## src/rtl/ascii_uart_tx_if.sv

```systemverilog
// ascii_uart_tx_if
//   Groups the character-in / UART-out signals of ascii_uart_tx.
//   master : character producer and line observer (decoder side / bench)
//   slave  : the transmitter itself
//
//   ascii_in     8        decoded character
//   ascii_valid  1        one-cycle write strobe
//   clr          1        synchronous flush of queue and overflow flag
//   tx           1        UART serial line, idle high
//   busy         1        frame on the line
//   fifo_count   ADDR_W+1 characters queued (excluding the one being sent)
//   fifo_full    1        queue full
//   fifo_empty   1        queue empty
//   overflow     1        sticky: a valid character was dropped
interface ascii_uart_tx_if #(
    parameter int ADDR_W = 4
);
    logic [7:0]      ascii_in;
    logic            ascii_valid;
    logic            clr;
    logic            tx;
    logic            busy;
    logic [ADDR_W:0] fifo_count;
    logic            fifo_full;
    logic            fifo_empty;
    logic            overflow;

    modport master (
        output ascii_in, ascii_valid, clr,
        input  tx, busy, fifo_count, fifo_full, fifo_empty, overflow
    );

    modport slave (
        input  ascii_in, ascii_valid, clr,
        output tx, busy, fifo_count, fifo_full, fifo_empty, overflow
    );
endinterface

```

## src/rtl/ascii_uart_tx.sv

```systemverilog
// ascii_uart_tx
//   Queues decoded ASCII characters in a small FIFO and sends each one as an
//   8N1 UART frame (start bit, 8 data bits LSB first, stop bit). Consecutive
//   frames follow each other with no idle gap while the queue holds data.
//
//   clk   system clock, rising edge
//   rst   asynchronous active-high reset; forces tx high at once
//   bus   ascii_uart_tx_if.slave (character input, line and queue status)
//
// FSM states:
//   state | meaning
//   IDLE  | line idle (tx = 1), waiting for a queued character
//   START | start bit (tx = 0) for CLKS_PER_BIT cycles
//   DATA  | data bits, shift[0] on the line, LSB first
//   STOP  | stop bit (tx = 1); at its end chain straight into the next frame
module ascii_uart_tx #(
    parameter int CLKS_PER_BIT = 217,
    parameter int ADDR_W       = 4
) (
    input logic           clk,
    input logic           rst,
    ascii_uart_tx_if.slave bus
);

    localparam int                DEPTH      = 1 << ADDR_W;
    localparam int                BCNT_W     = $clog2(CLKS_PER_BIT);
    localparam logic [BCNT_W-1:0] BCNT_LAST  = BCNT_W'(CLKS_PER_BIT - 1);
    localparam logic [ADDR_W:0]   COUNT_FULL = (ADDR_W + 1)'(DEPTH);

    typedef enum logic [1:0] {
        IDLE  = 2'd0,
        START = 2'd1,
        DATA  = 2'd2,
        STOP  = 2'd3
    } state_t;

    state_t            state;
    logic [BCNT_W-1:0] bcnt;
    logic [2:0]        bit_idx;
    logic [7:0]        shift;
    logic              tx_r;
    logic              busy_r;

    logic [7:0]        mem [DEPTH];
    logic [ADDR_W-1:0] wr_ptr;
    logic [ADDR_W-1:0] rd_ptr;
    logic [ADDR_W:0]   count;
    logic              overflow_r;

    logic              bit_end;
    logic              full;
    logic              empty;
    logic              pop;
    logic              wr_req;
    logic              wr_en;

    assign bit_end = (bcnt == BCNT_LAST);
    assign full    = (count == COUNT_FULL);
    assign empty   = (count == '0);

    // The head leaves the queue either from IDLE or on the last cycle of a
    // stop bit. A flush on the same edge suppresses the pop.
    assign pop = !bus.clr && !empty &&
                 ((state == IDLE) || ((state == STOP) && bit_end));

    // 8'h00 is the decoder's "no match" code and never enters the queue.
    assign wr_req = bus.ascii_valid && (bus.ascii_in != 8'h00) && !bus.clr;
    // A same-edge pop frees the slot, so a full queue can still accept.
    assign wr_en  = wr_req && (!full || pop);

    always_ff @(posedge clk) begin
        if (wr_en) begin
            mem[wr_ptr] <= bus.ascii_in;
        end
    end

    always_ff @(posedge clk or posedge rst) begin
        if (rst) begin
            wr_ptr     <= '0;
            rd_ptr     <= '0;
            count      <= '0;
            overflow_r <= 1'b0;
        end else if (bus.clr) begin
            wr_ptr     <= '0;
            rd_ptr     <= '0;
            count      <= '0;
            overflow_r <= 1'b0;
        end else begin
            if (wr_en) begin
                wr_ptr <= wr_ptr + ADDR_W'(1);
            end
            if (pop) begin
                rd_ptr <= rd_ptr + ADDR_W'(1);
            end
            unique case ({wr_en, pop})
                2'b10:   count <= count + (ADDR_W + 1)'(1);
                2'b01:   count <= count - (ADDR_W + 1)'(1);
                default: count <= count;
            endcase
            if (wr_req && !wr_en) begin
                overflow_r <= 1'b1;
            end
        end
    end

    // tx and busy are registered and always assigned together with the
    // state they belong to, so the line level changes on the same edge as
    // the state and never glitches.
    always_ff @(posedge clk or posedge rst) begin
        if (rst) begin
            state   <= IDLE;
            bcnt    <= '0;
            bit_idx <= '0;
            shift   <= '0;
            tx_r    <= 1'b1;
            busy_r  <= 1'b0;
        end else begin
            unique case (state)
                IDLE: begin
                    tx_r   <= 1'b1;
                    busy_r <= 1'b0;
                    if (pop) begin
                        shift  <= mem[rd_ptr];
                        state  <= START;
                        bcnt   <= '0;
                        tx_r   <= 1'b0;
                        busy_r <= 1'b1;
                    end
                end
                START: begin
                    if (bit_end) begin
                        bcnt    <= '0;
                        bit_idx <= '0;
                        state   <= DATA;
                        tx_r    <= shift[0];
                    end else begin
                        bcnt <= bcnt + BCNT_W'(1);
                    end
                end
                DATA: begin
                    if (bit_end) begin
                        bcnt <= '0;
                        if (bit_idx == 3'd7) begin
                            state <= STOP;
                            tx_r  <= 1'b1;
                        end else begin
                            bit_idx <= bit_idx + 3'd1;
                            shift   <= shift >> 1;
                            tx_r    <= shift[1];
                        end
                    end else begin
                        bcnt <= bcnt + BCNT_W'(1);
                    end
                end
                STOP: begin
                    if (bit_end) begin
                        bcnt <= '0;
                        if (pop) begin
                            shift <= mem[rd_ptr];
                            state <= START;
                            tx_r  <= 1'b0;
                        end else begin
                            state  <= IDLE;
                            tx_r   <= 1'b1;
                            busy_r <= 1'b0;
                        end
                    end else begin
                        bcnt <= bcnt + BCNT_W'(1);
                    end
                end
                default: begin
                    state  <= IDLE;
                    tx_r   <= 1'b1;
                    busy_r <= 1'b0;
                end
            endcase
        end
    end

    assign bus.tx         = tx_r;
    assign bus.busy       = busy_r;
    assign bus.fifo_count = count;
    assign bus.fifo_full  = full;
    assign bus.fifo_empty = empty;
    assign bus.overflow   = overflow_r;

endmodule

```

## src/flat_wrapper.sv

```systemverilog
// flat-port wrapper written by rule: the top's interface ports become plain ports
module ascii_uart_tx_flat 
#(
    parameter int CLKS_PER_BIT = 217,
    parameter int ADDR_W       = 4
)
  (clk, rst, bus_ascii_in, bus_ascii_valid, bus_clr, bus_tx, bus_busy, bus_fifo_count, bus_fifo_full, bus_fifo_empty, bus_overflow);
  ascii_uart_tx_if #(.ADDR_W(ADDR_W)) bus_i ();
  input logic clk;
  input logic rst;
  input wire logic [$bits(bus_i.ascii_in)-1:0] bus_ascii_in;
  input wire logic [$bits(bus_i.ascii_valid)-1:0] bus_ascii_valid;
  input wire logic [$bits(bus_i.clr)-1:0] bus_clr;
  output wire logic [$bits(bus_i.tx)-1:0] bus_tx;
  output wire logic [$bits(bus_i.busy)-1:0] bus_busy;
  output wire logic [$bits(bus_i.fifo_count)-1:0] bus_fifo_count;
  output wire logic [$bits(bus_i.fifo_full)-1:0] bus_fifo_full;
  output wire logic [$bits(bus_i.fifo_empty)-1:0] bus_fifo_empty;
  output wire logic [$bits(bus_i.overflow)-1:0] bus_overflow;
  assign bus_i.ascii_in = bus_ascii_in;
  assign bus_i.ascii_valid = bus_ascii_valid;
  assign bus_i.clr = bus_clr;
  assign bus_tx = bus_i.tx;
  assign bus_busy = bus_i.busy;
  assign bus_fifo_count = bus_i.fifo_count;
  assign bus_fifo_full = bus_i.fifo_full;
  assign bus_fifo_empty = bus_i.fifo_empty;
  assign bus_overflow = bus_i.overflow;
  ascii_uart_tx #(.CLKS_PER_BIT(CLKS_PER_BIT), .ADDR_W(ADDR_W)) u_core (.clk(clk), .rst(rst), .bus(bus_i));
endmodule
```

## config.mk

```make
export PLATFORM = sky130hd
export DESIGN_NAME = ascii_uart_tx_flat
export DESIGN_NICKNAME = d
export VERILOG_FILES = /design/src/rtl/ascii_uart_tx_if.sv /design/src/rtl/ascii_uart_tx.sv /design/src/flat_wrapper.sv
export SDC_FILE = /design/constraint.sdc
export NUM_CORES = 1
export LEC_CHECK = 0
export CELL_PAD_IN_SITES_DETAIL_PLACEMENT = 1
export CELL_PAD_IN_SITES_GLOBAL_PLACEMENT = 2
export CORE_UTILIZATION = 46
export DETAILED_ROUTE_END_ITERATION = 7
export PLACE_DENSITY = 0.86
export SLEW_MARGIN = 15
export SYNTH_ARGS = -nofsm -noshare
export SYNTH_HDL_FRONTEND = slang
export SYNTH_SLANG_ARGS = --single-unit
export TNS_END_PERCENT = 10
```

## constraint.sdc

```tcl
create_clock -name clk -period 3.4 [get_ports clk]
set_clock_uncertainty 0.05 [all_clocks]
set_input_delay 0.68 -clock clk [delete_from_list [all_inputs] [get_ports clk]]
set_output_delay 0.68 -clock clk [all_outputs]
set_load 0.05 [all_outputs]
```

==> run metrics <==
CP arrival=3.49 ns; largest net degree at the start of global routing=28; row count=45; syn_nets=503; Final GP Congestion=0.773; Post-DRT Antenna Nets=0; drt via density=5.75; number of library cell types mapped by synthesis=62; worst hold-check path type=reg -> reg; Via Count=4,266; clock power share=0.424; CTS tree=yes; Comb power frac=0.049; Sequential Power Share=0.527; total core area=0.0153 sq mm; Initial Util=0.476; initial antenna violation count=0; WL per Instance=22.8 um; hold endpoint=u_core.bus.tx; share of cells above drive strength 1=0.209; Worst slew margin=0.312; CTS Buffer Depth=2; Non-Filler Instances=742; Min-Delay Startpoint=u_core.bus.tx; initial DRC count=398; chip height=128 um; # DRC=0; Syn Std Cell Area=0.00729 sq mm; first-pass GRT wire length=26.6 mm; internal power=3.23 mW; Syn Area/Cell=15.4 sq um; min cycle time layout=3.23 ns; Worst Setup Start Kind=primary input; first drt pass iteration count=4; Max Cap Violations=0; FMAX=0.310 GHz; FF-to-FF setup slack=0.26 ns; post-route cell area=0.00841 sq mm; clk root buf=clkbuf_16; Horiz. Die Dim=128 um; Setup Crit Path Kind=in -> reg; setup bufs post-CTS=0; Post-synth EDFFs=128; r2r startpoint=u_core.state[0]; die footprint=0.0163 sq mm; R2R cell count=11; total global routing overflow=0; hold path cells=2; Total GRT Usage=0.227; RSZ-0062 raised after global routing=false; P per Cell Area=498 mW/mm^2; Reg2Reg Capture Point=u_core.bus.fifo_count[4]; Area Overhead vs Synth=15.4%; worst skew pair latency=0.43 ns; measured slew at the worst slew-check pin=1.03 ns; Placed Instance Area=0.00786 sq mm; H-tree depth=4; antenna diode count=0; Worst EP required=3.67 ns; Psw=956 uW; Ports=22; Synthesis Warnings=0; prevailing post-synth register cell=edfxtp_1; port bufs=21; critical-path maximum fanout=3; sw frac=0.228; CTS buffer count=17; Min Hold Slack=0.431 ns; clock transition at the registers of the reported paths=0.06 ns; Worst VDD drop=0.333 mV; clk sinks=165; placed insts=710; nets@finish=549; number of global-route vias before repair=4,633; Fin. Hold Viols=0; post-synthesis sequential area ratio=0.655; Final period util=0.949; cells after synthesis=472; Leak=2.96 nW; crit end category=flop; status=finished clean; DRT Wirelength=16.9 mm; detailed placement HPWL=11.4 mm; commonest cells after routing, fill and taps aside=128 x edfxtp_1, 35 x dfrtp_1, 31 x mux4_2, 30 x nor2_1, 28 x buf_4; most common cell after layout, fill and taps aside=edfxtp_1; Seq cells post-synth=165; Final setup viols=0; Synth async-reset ratio=0.224; final slew viol count=0
-- how the worst max path moves through the flow --
stage	startpoint	endpoint	slack (ns)
6_report	bus_ascii_in[7]	u_core.bus.fifo_count[4]	0.17
5_1_grt	u_core.state[0]	u_core.mem[9][4]	0.03
4_1_cts	bus_ascii_in[0]	u_core.bus.fifo_count[4]	0.09
3_5_place_dp	bus_ascii_in[7]	u_core.bus.fifo_count[4]	-0.48
3_3_place_gp	bus_ascii_in[7]	u_core.bus.fifo_count[4]	-0.44
2_1_floorplan	u_core.bus.fifo_count[3]	u_core.bus.fifo_count[4]	0.38
-- per-stage QoR --
stage / utilization / setup TNS, ns / power [mW] / setup slack [ns]
after detailed placement: 0.513 / -0.979 / 2.45 / -0.481
after CTS: 0.549 / 0 / 4.21 / 0.0917
final: 0.549 / 0 / 4.19 / 0.172
after global placement: 0.513 / -0.535 / 2.44 / -0.443
after floorplan: - / 0 / 2.35 / 0.376
after global routing: 0.549 / 0 / 4.30 / 0.0267
-- cells by family after synthesis --
family,after synthesis,synth area share
buf+inv,45,0.0280
mux,51,0.128
compound gates,75,0.0719
xor+xnor,5,0.00601
fa+ha+maj,19,0.0337
flops,165,0.655
simple gates,112,0.0780
-- layer usage --
layer / global-route usage / up-vias / wire (um)
met3: 0.0497 / 27 / 577
li1: - / 1922 / -
met4: 0.0782 / 0 / 306
met1: 0.291 / 2225 / 7230
met2: 0.385 / 92 / 8790
met5: 0 / - / 0
-- synth_stat cells, types with 2 or more instances --
master,count,area [sq um]
a2111oi_2,2,30.0
a21boi_0,2,15.0
a21oi_1,10,50.1
a221oi_1,2,17.5
a22o_1,7,61.3
a22oi_1,2,15.0
a31oi_1,2,12.5
a32oi_1,2,17.5
and2_1,8,50.1
and3_1,3,18.8
buf_1,2,7.51
buf_2,10,50.1
buf_4,2,15.0
buf_6,2,22.5
clkbuf_1,6,22.5
dfrtp_1,36,901
edfxtp_1,128,3840
ha_1,18,225
inv_1,22,82.6
mux2_2,5,56.3
mux2_4,2,30.0
mux2i_1,12,120
mux4_2,31,698
nand2_1,26,97.6
nand2b_1,2,12.5
nand3_1,12,60.1
nand4b_1,4,35.0
nor2_1,30,113
nor2b_1,7,43.8
nor3_1,3,15.0
nor4_1,6,37.5
o2111ai_1,4,35.0
o21ai_0,25,125
o22ai_1,3,18.8
o31ai_1,3,22.5
or3_1,2,12.5
xnor2_1,2,17.5
xor2_1,3,26.3
-- sequential cells by signal, indices dropped and copies added (netlist names) --
name,cells
u_core.shift,8
u_core.bus.overflow,1
u_core.rd_ptr,4
u_core.bus.fifo_count,5
u_core.mem,128
u_core.bcnt,8
u_core.wr_ptr,4
u_core.state,2
u_core.bus.tx,1
u_core.bit_idx,3
u_core.bus.busy,1
-- power groups by stage --
stage               clock (mW)  sequential, mW  combinational [mW]
global placement             0            2.25               0.195
global route              1.87            2.21               0.221
finish                    1.78            2.21               0.205
CTS                       1.80            2.21               0.206
detailed placement           0            2.25               0.204
floorplan                    0            2.26              0.0928
-- timing repair --
action / in CTS / in global routing
endpoints found under the setup margin: 1 / 1
resized for setup: 1 / 1
endpoints found under the hold margin: 0 / 0
hold buffers: 0 / 0
-- worst max-delay path, stage by stage --
cell and delay, ns:
clkdlybuf4s50_1 0.48, nor4_2 0.49, a21bo_2 0.24, nand3_1 0.10, buf_4 0.18, fa_1 0.38
nor2b_1 0.15, o21a_1 0.17, o21ai_0 0.08, o22ai_1 0.18, mux2_2 0.36
-- layout make-up --
type | count | area (sq um)
inverter | 23 | 86.3
multi-input combinational | 262 | 2320
clock buffer | 20 | 447
sequential | 165 | 4770
tap | 211 | 264
timing repair buffer | 49 | 420
clock inverter | 12 | 96.3
fill | 1475 | 6900
No activity file was read; power rests on OpenSTA's default activity.
